$ cat config.mk
export PLATFORM = sky130hd
export DESIGN_NAME = rf_wb_arbiter
export DESIGN_NICKNAME = d
export VERILOG_FILES = /design/src/rtl/rf_wb_arbiter.sv
export SDC_FILE = /design/constraint.sdc
export NUM_CORES = 1
export LEC_CHECK = 0
export ABC_AREA = 1
export CAP_MARGIN = 15
export CORE_ASPECT_RATIO = 0.75
export CORE_UTILIZATION = 25
export DETAILED_ROUTE_END_ITERATION = 12
export GPL_TIMING_DRIVEN = 0
export SYNTH_ARGS = -nofsm -noshare
export SYNTH_HDL_FRONTEND = slang
export SYNTH_SLANG_ARGS = --single-unit
$ cat constraint.sdc
create_clock -name clk -period 2.45 [get_ports clk]
set_clock_uncertainty 0.2 [all_clocks]
set_input_delay 0.3675 -clock clk [delete_from_list [all_inputs] [get_ports clk]]
set_output_delay 0.3675 -clock clk [all_outputs]
set_load 0.01 [all_outputs]
$ cat src/rtl/rf_wb_arbiter.sv
// Round-robin arbiter sharing the register-file write port between the ALU and the LSU,
// with a per-register pending-write scoreboard that raises RAW/WAW stalls at issue.
module rf_wb_arbiter #(
  parameter int DATA_W = 32,
  parameter int ADDR_W = 5
) (
  input  logic                 clk,
  input  logic                 rst,
  input  logic                 a_valid,
  input  logic [ADDR_W-1:0]    a_rd,
  input  logic [DATA_W-1:0]    a_data,
  output logic                 a_ready,
  input  logic                 l_valid,
  input  logic [ADDR_W-1:0]    l_rd,
  input  logic [DATA_W-1:0]    l_data,
  output logic                 l_ready,
  input  logic                 issue_valid,
  input  logic [ADDR_W-1:0]    issue_rd,
  input  logic [ADDR_W-1:0]    issue_rs1,
  input  logic [ADDR_W-1:0]    issue_rs2,
  output logic                 stall,
  output logic                 reg_write,
  output logic [ADDR_W-1:0]    write_reg_num1,
  output logic [DATA_W-1:0]    write_data,
  output logic [2**ADDR_W-1:0] pending
);

  localparam int NREG = 2**ADDR_W;

  typedef enum logic {PORT_A = 1'b0, PORT_L = 1'b1} port_e;

  port_e             last_grant;
  logic              grant_a, grant_l, both_vld;
  logic              vld_p0;
  logic [ADDR_W-1:0] rd_p0;
  logic [DATA_W-1:0] data_p0;
  logic              vld_p1;
  logic [ADDR_W-1:0] rd_p1;
  logic [DATA_W-1:0] data_p1;
  logic [NREG-1:0]   pending_nxt;
  logic              issue_set;

  // Stage p0: combinational grant and selection of the accepted request
  always_comb begin
    both_vld = a_valid & l_valid;
    grant_a  = a_valid & (~l_valid | (last_grant == PORT_L));
    grant_l  = l_valid & ~grant_a;
    a_ready  = grant_a & ~rst;
    l_ready  = grant_l & ~rst;
    vld_p0   = a_ready | l_ready;
    rd_p0    = a_ready ? a_rd : l_rd;
    data_p0  = a_ready ? a_data : l_data;
  end

  always_comb begin
    stall = ~rst & issue_valid &
            (((issue_rs1 != '0) & pending[issue_rs1]) |
             ((issue_rs2 != '0) & pending[issue_rs2]) |
             ((issue_rd  != '0) & pending[issue_rd]));
    issue_set = issue_valid & ~stall & (issue_rd != '0);
  end

  // Clear is applied before set so a same-edge issue to the retiring register keeps it pending
  always_comb begin
    pending_nxt = pending;
    if (vld_p1)
      pending_nxt[rd_p1] = 1'b0;
    if (issue_set)
      pending_nxt[issue_rd] = 1'b1;
    pending_nxt[0] = 1'b0;
  end

  // Stage p1: registered write port toward the register file
  always_ff @(posedge clk) begin
    if (rst) begin
      vld_p1     <= 1'b0;
      rd_p1      <= '0;
      data_p1    <= '0;
      last_grant <= PORT_L;
      pending    <= '0;
    end else begin
      vld_p1 <= vld_p0 & (rd_p0 != '0);
      if (vld_p0) begin
        rd_p1   <= rd_p0;
        data_p1 <= data_p0;
      end
      if (both_vld)
        last_grant <= grant_a ? PORT_A : PORT_L;
      pending <= pending_nxt;
    end
  end

  assign reg_write      = vld_p1;
  assign write_reg_num1 = rd_p1;
  assign write_data     = data_p1;

endmodule

==> results by group, run 1 <==
Routing
  • Vias per cell: 4.70
  • DRC: 0
  • Top sig layer: met4
  • Wire length on met3: 1.10 mm
  • Antenna Nets Post-Route: 0
  • Met1 WL: 7.96 mm
  • Avg WL per Cell: 15.1 um
  • TritonRoute pass-1 iters: 5
  • Final WL: 16.0 mm
  • Total number of vias: 4958
  • Drt first-iter violations: 350
  • WL met2: 6.74 mm

Global route
  • Initial antenna violation count: 1
  • All-Layer GR Usage: 0.179
  • First-pass GRT wire length: 25.1 mm
  • Total grt overflow: 0
  • Pin count of the biggest net entering global routing: 11
  • Vias in the first global route: 4608

Layout
  • Finished Layout Cells: 1056
  • Commonest cells after routing, fill and taps aside: 149 x clkdlybuf4s50_1, 130 x nand2_1, 102 x nor2_1, 51 x inv_1, 49 x dfxtp_1
  • Area Growth Syn to Fin: 54.7%
  • Share of cells above drive strength 1: 0.211
  • Fin nets: 911
  • # diodes: 0
  • Most common cell after layout, fill and taps aside: clkdlybuf4s50_1
  • Post-route cell area: 6780 um2

Timing
  • Worst-Margin Slew: 0.759 ns
  • Relative slew slack: 0.494
  • Final Critical Period: 2.37 ns
  • Hold slack final: 0.146 ns
  • Setup Viol. Count Final: 0
  • Highest clock rate: 0.422 GHz
  • TNS Setup: 0 ns
  • RSZ-0062 raised after global routing: true
  • Fin crit share: 0.967
  • Final Hold Fails: 0
  • Max Transition Viols Final: 0

Synthesis
  • Post-Synthesis Mean Instance Area: 6.87 um2
  • Share of the synthesized area in the top cell type: 0.320
  • Synthesized flop and latch total: 70
  • Cell count after synthesis: 638
  • Complex-gate fraction of the synthesized area: 0.193
  • Synth Area in Adders: 0
  • Post-synth design cell area: 4380 um2
  • Area share of and/or/nand/nor cells after synthesis: 0.365
  • Post-synthesis mux area share: 0.00914
  • Largest family of logic cells by synthesized area: simple AND/OR/NAND/NOR gates
  • Largest area contributor in the netlist: dfxtp_1
  • Syn Nets: 732
  • Register area share after synthesis: 0.320
  • Yosys warning count: 0
  • Top cells by area, synth: dfxtp_1 32%, nand2_1 11%, nor2_1 9.3%, nand3_2 6.6%, o221ai_1 6.4%
  • Count of different cell masters after synthesis: 31
  • Synth Area in XOR/XNOR: 0

Setup path
  • Crit path from: issue_rd[0]
  • CP Launch Type: primary input
  • WP data required: 1.88 ns
  • CP Data Arrival Time: 1.80 ns
  • Worst setup EP type: output pin
  • CP max FO: 10
  • RR Startpoint: pending[23]
  • Setup CP Type: in -> out

Clock network
  • Post-CTS Hold Buffers: 0
  • CTS H-Tree Depth: 3
  • Total CTS buffers: 9
  • Num Clock Sinks: 70
  • CTS tree: done
  • Skew-Pair Late Insertion Delay: 0.33 ns
  • Clk Tree Root Cell: clkbuf_16
  • CTS max path bufs: 2
  • Reg clk slew, reported paths: 0.05 ns

Min path
  • Hold Crit Class: in -> reg
  • Hold Startpoint: rst

Placed design
  • Dpl hpwl: 12.7 mm
  • Gp weighted congestion: 0.905
  • Post-Place Cells: 1035
  • DP Area: 6290 um2
  • Port buffer count: 161

Power
  • Pwr Total: 3.23 mW
  • Cell leakage power: 2.56 nW
  • Cell Pwr Density: 476 nW/um2
  • VDD IR max: 0.265 mV

Run
  • Max Cap Viol: 0

Floorplan
  • Die area: 18100 um2
  • Initial Utilization: 0.258
  • Die Width: 155 um
  • Boundary Pins: 167
  • Core area: 17000 um2
  • Die Y: 117 um
  • Std cell rows: 41

Status
  • Status: completed
[metrics by stage]
step | worst slack [ns] | util
5_1_grt | -0.0393 | 0.399
2_1_floorplan | 0.308 | -
4_1_cts | -0.0349 | 0.398
3_3_place_gp | -1.02 | 0.370
6_report | 0.0802 | 0.399
3_5_place_dp | -1.03 | 0.370
[metal layers]
metal	vias up	global-route usage
met5	-	0
met4	0	0.0416
met3	14	0.0453
met2	163	0.267
met1	2296	0.255
li1	2485	-
[power by group]
part	total, mW	switching [mW]	internal, mW
combinational	0.767	0.393	0.374
clock	1.22	0.465	0.755
sequential	1.24	0.0459	1.20
[synthesized netlist by cell type]
| cell | count |
|---|---|
| and2_1 | 1 |
| nor2_1 | 109 |
| nand2_4 | 1 |
| mux2i_1 | 4 |
| o21ai_1 | 1 |
| buf_2 | 4 |
| o211ai_1 | 9 |
| conb_1 | 1 |
| nand4_1 | 6 |
| buf_6 | 2 |
| nand3_2 | 29 |
| nand2_2 | 4 |
| nor3_1 | 8 |
| a31oi_1 | 1 |
| a21oi_1 | 7 |
| o221ai_1 | 32 |
| nand3_1 | 47 |
| nand2_1 | 134 |
| inv_1 | 63 |
| buf_4 | 4 |
| o21a_1 | 1 |
| clkbuf_8 | 3 |
| nor2_2 | 7 |
| inv_4 | 1 |
| buf_12 | 3 |
| clkinv_1 | 1 |
| inv_2 | 2 |
| clkbuf_1 | 17 |
| o21ai_0 | 36 |
| a21oi_2 | 30 |
| dfxtp_1 | 70 |
[cell families (layout without fill, tap and decap cells)]
| kind of cell | Yosys count | in the layout |
|---|---|---|
| compound gates | 117 | 117 |
| buf+inv | 100 | 282 |
| flops | 70 | 70 |
| mux | 4 | 4 |
| other cells | 1 | 1 |
| simple gates | 346 | 346 |
[flip-flops by register name (all words and copies together) (netlist names)]
name,count
pending,31
last_grant,1
write_reg_num1,5
write_data,32
reg_write,1
[worst paths after layout]
check                   to  slack (ns)  cells past startpoint
min reg2reg  write_data[1]        0.28                      2
max reg2reg    pending[30]        0.43                     15
min            pending[31]        0.15                      2
max                  stall        0.08                     16
[what timing repair did]
item                                    in CTS  in global routing
endpoints found under the hold margin        0                  0
endpoints found under the setup margin       5                  2
buffers inserted                             7                  1
pin swaps                                   10                 11
resized for setup                           93                 16
[critical path, cell delays in order]
cell	delay [ns]
buf_4	0.15
nand2_4	0.09
buf_8	0.15
nor2_1	0.05
a21oi_1	0.10
nand2_1	0.07
nand2_1	0.06
nand2_1	0.06
nor2_2	0.12
nand2_1	0.08
nor2_2	0.11
nand2_2	0.08
nand2_4	0.08
buf_12	0.10
inv_4	0.03
buf_6	0.10
[layout make-up]
type	instances	area [um2]
flip-flops and latches	70	1440
repair buffers	169	1670
plain buffers	32	245
inverters	67	258
fillers	1808	10200
clock buffers	13	270
well taps	236	295
multi-input cells	468	2610
clock inverters	1	5.00
(Power assumes the default switching activity.)
==> inputs of run 2 (changes only) <==
--- a/config.mk
+++ b/config.mk
@@ -9,8 +9,10 @@
 export CAP_MARGIN = 15
 export CORE_ASPECT_RATIO = 0.75
 export CORE_UTILIZATION = 25
+export CTS_CLUSTER_DIAMETER = 40
 export DETAILED_ROUTE_END_ITERATION = 12
 export GPL_TIMING_DRIVEN = 0
+export SKIP_LAST_GASP = 1
 export SYNTH_ARGS = -nofsm -noshare
 export SYNTH_HDL_FRONTEND = slang
 export SYNTH_SLANG_ARGS = --single-unit
==> run 2 against run 1 <==
Worst hold slack gained 0.0085 ns. Total power is essentially flat. Highest routed layer unchanged. Non-clock buffer count is the same. Final cell count is the same. Design area is essentially flat. Sequential power is essentially flat. Via count shrank 0.18%. Die area is the same. Critical path depth shrank 2.
==> results by group, run 2 (synthesis gave the netlist of run 1 again) <==
Layout
  • Fin nets: 911 (unchanged)
  • Max FFs per register: 32 (unchanged)
  • Commonest cells after routing, fill and taps aside: 149 x clkdlybuf4s50_1, 130 x nand2_1, 102 x nor2_1, 54 x inv_1, 51 x dfxtp_1
  • # diodes: 0 (unchanged)
  • Area Growth Syn to Fin: 54.8% (about the same)
  • Finished Layout Cells: 1056 (unchanged)
  • Share of cells above drive strength 1: 0.206 (-0.00488)
  • Most common cell after layout, fill and taps aside: clkdlybuf4s50_1

Floorplan
  • Core area: 17000 um2 (unchanged)
  • Std cell rows: 41 (unchanged)
  • Die Y: 117 um (unchanged)
  • Die area: 18100 um2 (unchanged)
  • Boundary Pins: 167 (unchanged)
  • Die Width: 155 um (unchanged)
  • Initial Utilization: 0.258 (unchanged)

Timing
  • TNS Setup: 0 ns (unchanged)
  • Setup Viol. Count Final: 0 (unchanged)
  • Fin crit share: 0.982 (+0.0147)
  • Highest clock rate: 0.416 GHz (-1.5%)
  • Final Critical Period: 2.41 ns (+0.0359 ns)
  • Max Transition Viols Final: 0 (unchanged)
  • RSZ-0062 raised after global routing: true
  • Final Hold Fails: 0 (unchanged)
  • Worst-Margin Slew: 0.754 ns (-0.00547 ns)
  • Relative slew slack: 0.497 (+0.00365)

Global route
  • Pin count of the biggest net entering global routing: 11 (unchanged)
  • Met2 Use GR: 0.266 (-0.000901)
  • Grt met3 use: 0.0453 (unchanged)
  • Vias in the first global route: 4606 (-0.043%)
  • Total grt overflow: 0 (unchanged)
  • All-Layer GR Usage: 0.178 (-0.000243)
  • Initial antenna violation count: 1 (unchanged)
  • First-pass GRT wire length: 25.0 mm (-0.11%)
  • GR peak layer: met2
  • Met1 Track Usage GR: 0.255 (unchanged)

Clock network
  • Clk Tree Root Cell: clkbuf_16
  • Num Clock Sinks: 70 (unchanged)
  • Skew-Pair Late Insertion Delay: 0.33 ns (about the same)
  • Total CTS buffers: 9 (unchanged)
  • CTS H-Tree Depth: 3 (unchanged)
  • Reg clk slew, reported paths: 0.05 ns (about the same)
  • CTS tree: done
  • Post-CTS Hold Buffers: 0 (unchanged)
  • CTS max path bufs: 2 (unchanged)

Setup path
  • Slowest cell on crit path: dfxtp_1
  • CP top delay family: simple AND/OR/NAND/NOR gates
  • WP data required: 1.88 ns (about the same)
  • Slowest stage delay, CP: 0.42 ns (+0.27 ns)
  • CP max FO: 4 (-6)
  • RR Startpoint: pending[22]
  • Worst setup EP type: output pin
  • Crit path cell chain: inv_1 > nand2_1 > nand3_1 > nand3_1 > nand3_1 > nand2_1 > nand2_1 > nand2_1 > nor2_2 > nand2_2 > nand2_4 > buf_12 > inv_1 > clkbuf_2
  • Setup CP Type: reg -> out
  • CP Data Arrival Time: 1.84 ns (+0.04 ns)
  • Crit path from: pending[31]
  • Internal reg-to-reg setup slack: 0.43 ns (about the same)
  • CP Launch Type: flop
  • Crit path top cell by count: nand2_1
  • CP bufs+invs: 4 (-1)

Routing
  • TritonRoute pass-1 iters: 5 (unchanged)
  • Final WL: 16.0 mm (about the same)
  • Antenna Nets Post-Route: 0 (unchanged)
  • Total number of vias: 4949 (-0.18%)
  • Avg WL per Cell: 15.1 um (about the same)
  • DRC: 0 (unchanged)
  • Vias per cell: 4.69 (-0.18%)
  • Drt first-iter violations: 304 (-13%)

Power
  • Clock power frac: 0.378 (about the same)
  • Pwr Total: 3.23 mW (about the same)
  • Switching Fraction: 0.281 (+0.000994)
  • Pint: 2.32 mW (about the same)
  • Cell Pwr Density: 476 nW/um2 (about the same)
  • VDD IR max: 0.265 mV (about the same)
  • Cell leakage power: 2.56 nW (about the same)
  • Switching Power: 0.907 mW (+0.40%)
  • Gate power share: 0.237 (about the same)
  • Sequential power share: 0.384 (about the same)

Placed design
  • Port buffer count: 161 (unchanged)
  • Dpl hpwl: 12.7 mm (unchanged)
  • Gp weighted congestion: 0.905 (unchanged)
  • Post-Place Cells: 1035 (unchanged)

Min path
  • Hold Startpoint: rst
  • Hold Crit Class: in -> reg

Status
  • Status: completed

Run
  • Max Cap Viol: 0 (unchanged)
==> run 2: timing repair <==
item,in CTS,in global routing
gates resized for setup,85,17
buffers inserted,7,1
setup endpoints to repair,5,2
pin swaps,8,5
==> run 2: final timing paths <==
check	depth (start not counted)	to
worst max register to register	17	pending[30]
worst min register to register	2	write_data[1]
worst max-delay path	14	stall
worst min-delay path	2	pending[31]
==> run 2: layout make-up <==
type | count | area, um2
plain buffers | 32 | 243
clock buffers | 13 | 270
clock inverters | 1 | 5.00
fillers | 1806 | 10200
inverters | 67 | 255
multi-input cells | 468 | 2620
flip-flops and latches | 70 | 1440
well taps | 236 | 295
repair buffers | 169 | 1670
==> run 2: layer usage <==
| layer | vias up | part of all wire |
|---|---|---|
| li1 | 2483 | - |
| met1 | 2289 | 0.50 |
| met2 | 164 | 0.42 |
| met3 | 13 | 0.065 |
| met4 | 0 | 0.011 |
| met5 | - | 0 |
==> run 2: power by group through the flow <==
| stage | sequential [mW] | clock (mW) | combinational [mW] |
|---|---|---|---|
| 2_1_floorplan | 1.29 | 0 | 0.332 |
| 3_3_place_gp | 1.27 | 0 | 0.732 |
| 3_5_place_dp | 1.27 | 0 | 0.735 |
| 4_1_cts | 1.24 | 1.25 | 0.764 |
| 5_1_grt | 1.25 | 1.31 | 0.836 |
| 6_report | 1.24 | 1.22 | 0.767 |
==> run 2: stage by stage <==
stage	hold slack (ns)	setup slack (ns)	utilization	area, um2
6_report	0.155	0.0443	0.400	6780
5_1_grt	0.190	-0.0843	0.400	6780
4_1_cts	0.170	-0.0651	0.398	6760
3_5_place_dp	0.272	-1.03	0.370	6290
3_3_place_gp	0.263	-1.02	0.370	6290
2_1_floorplan	0.246	0.308	-	4380
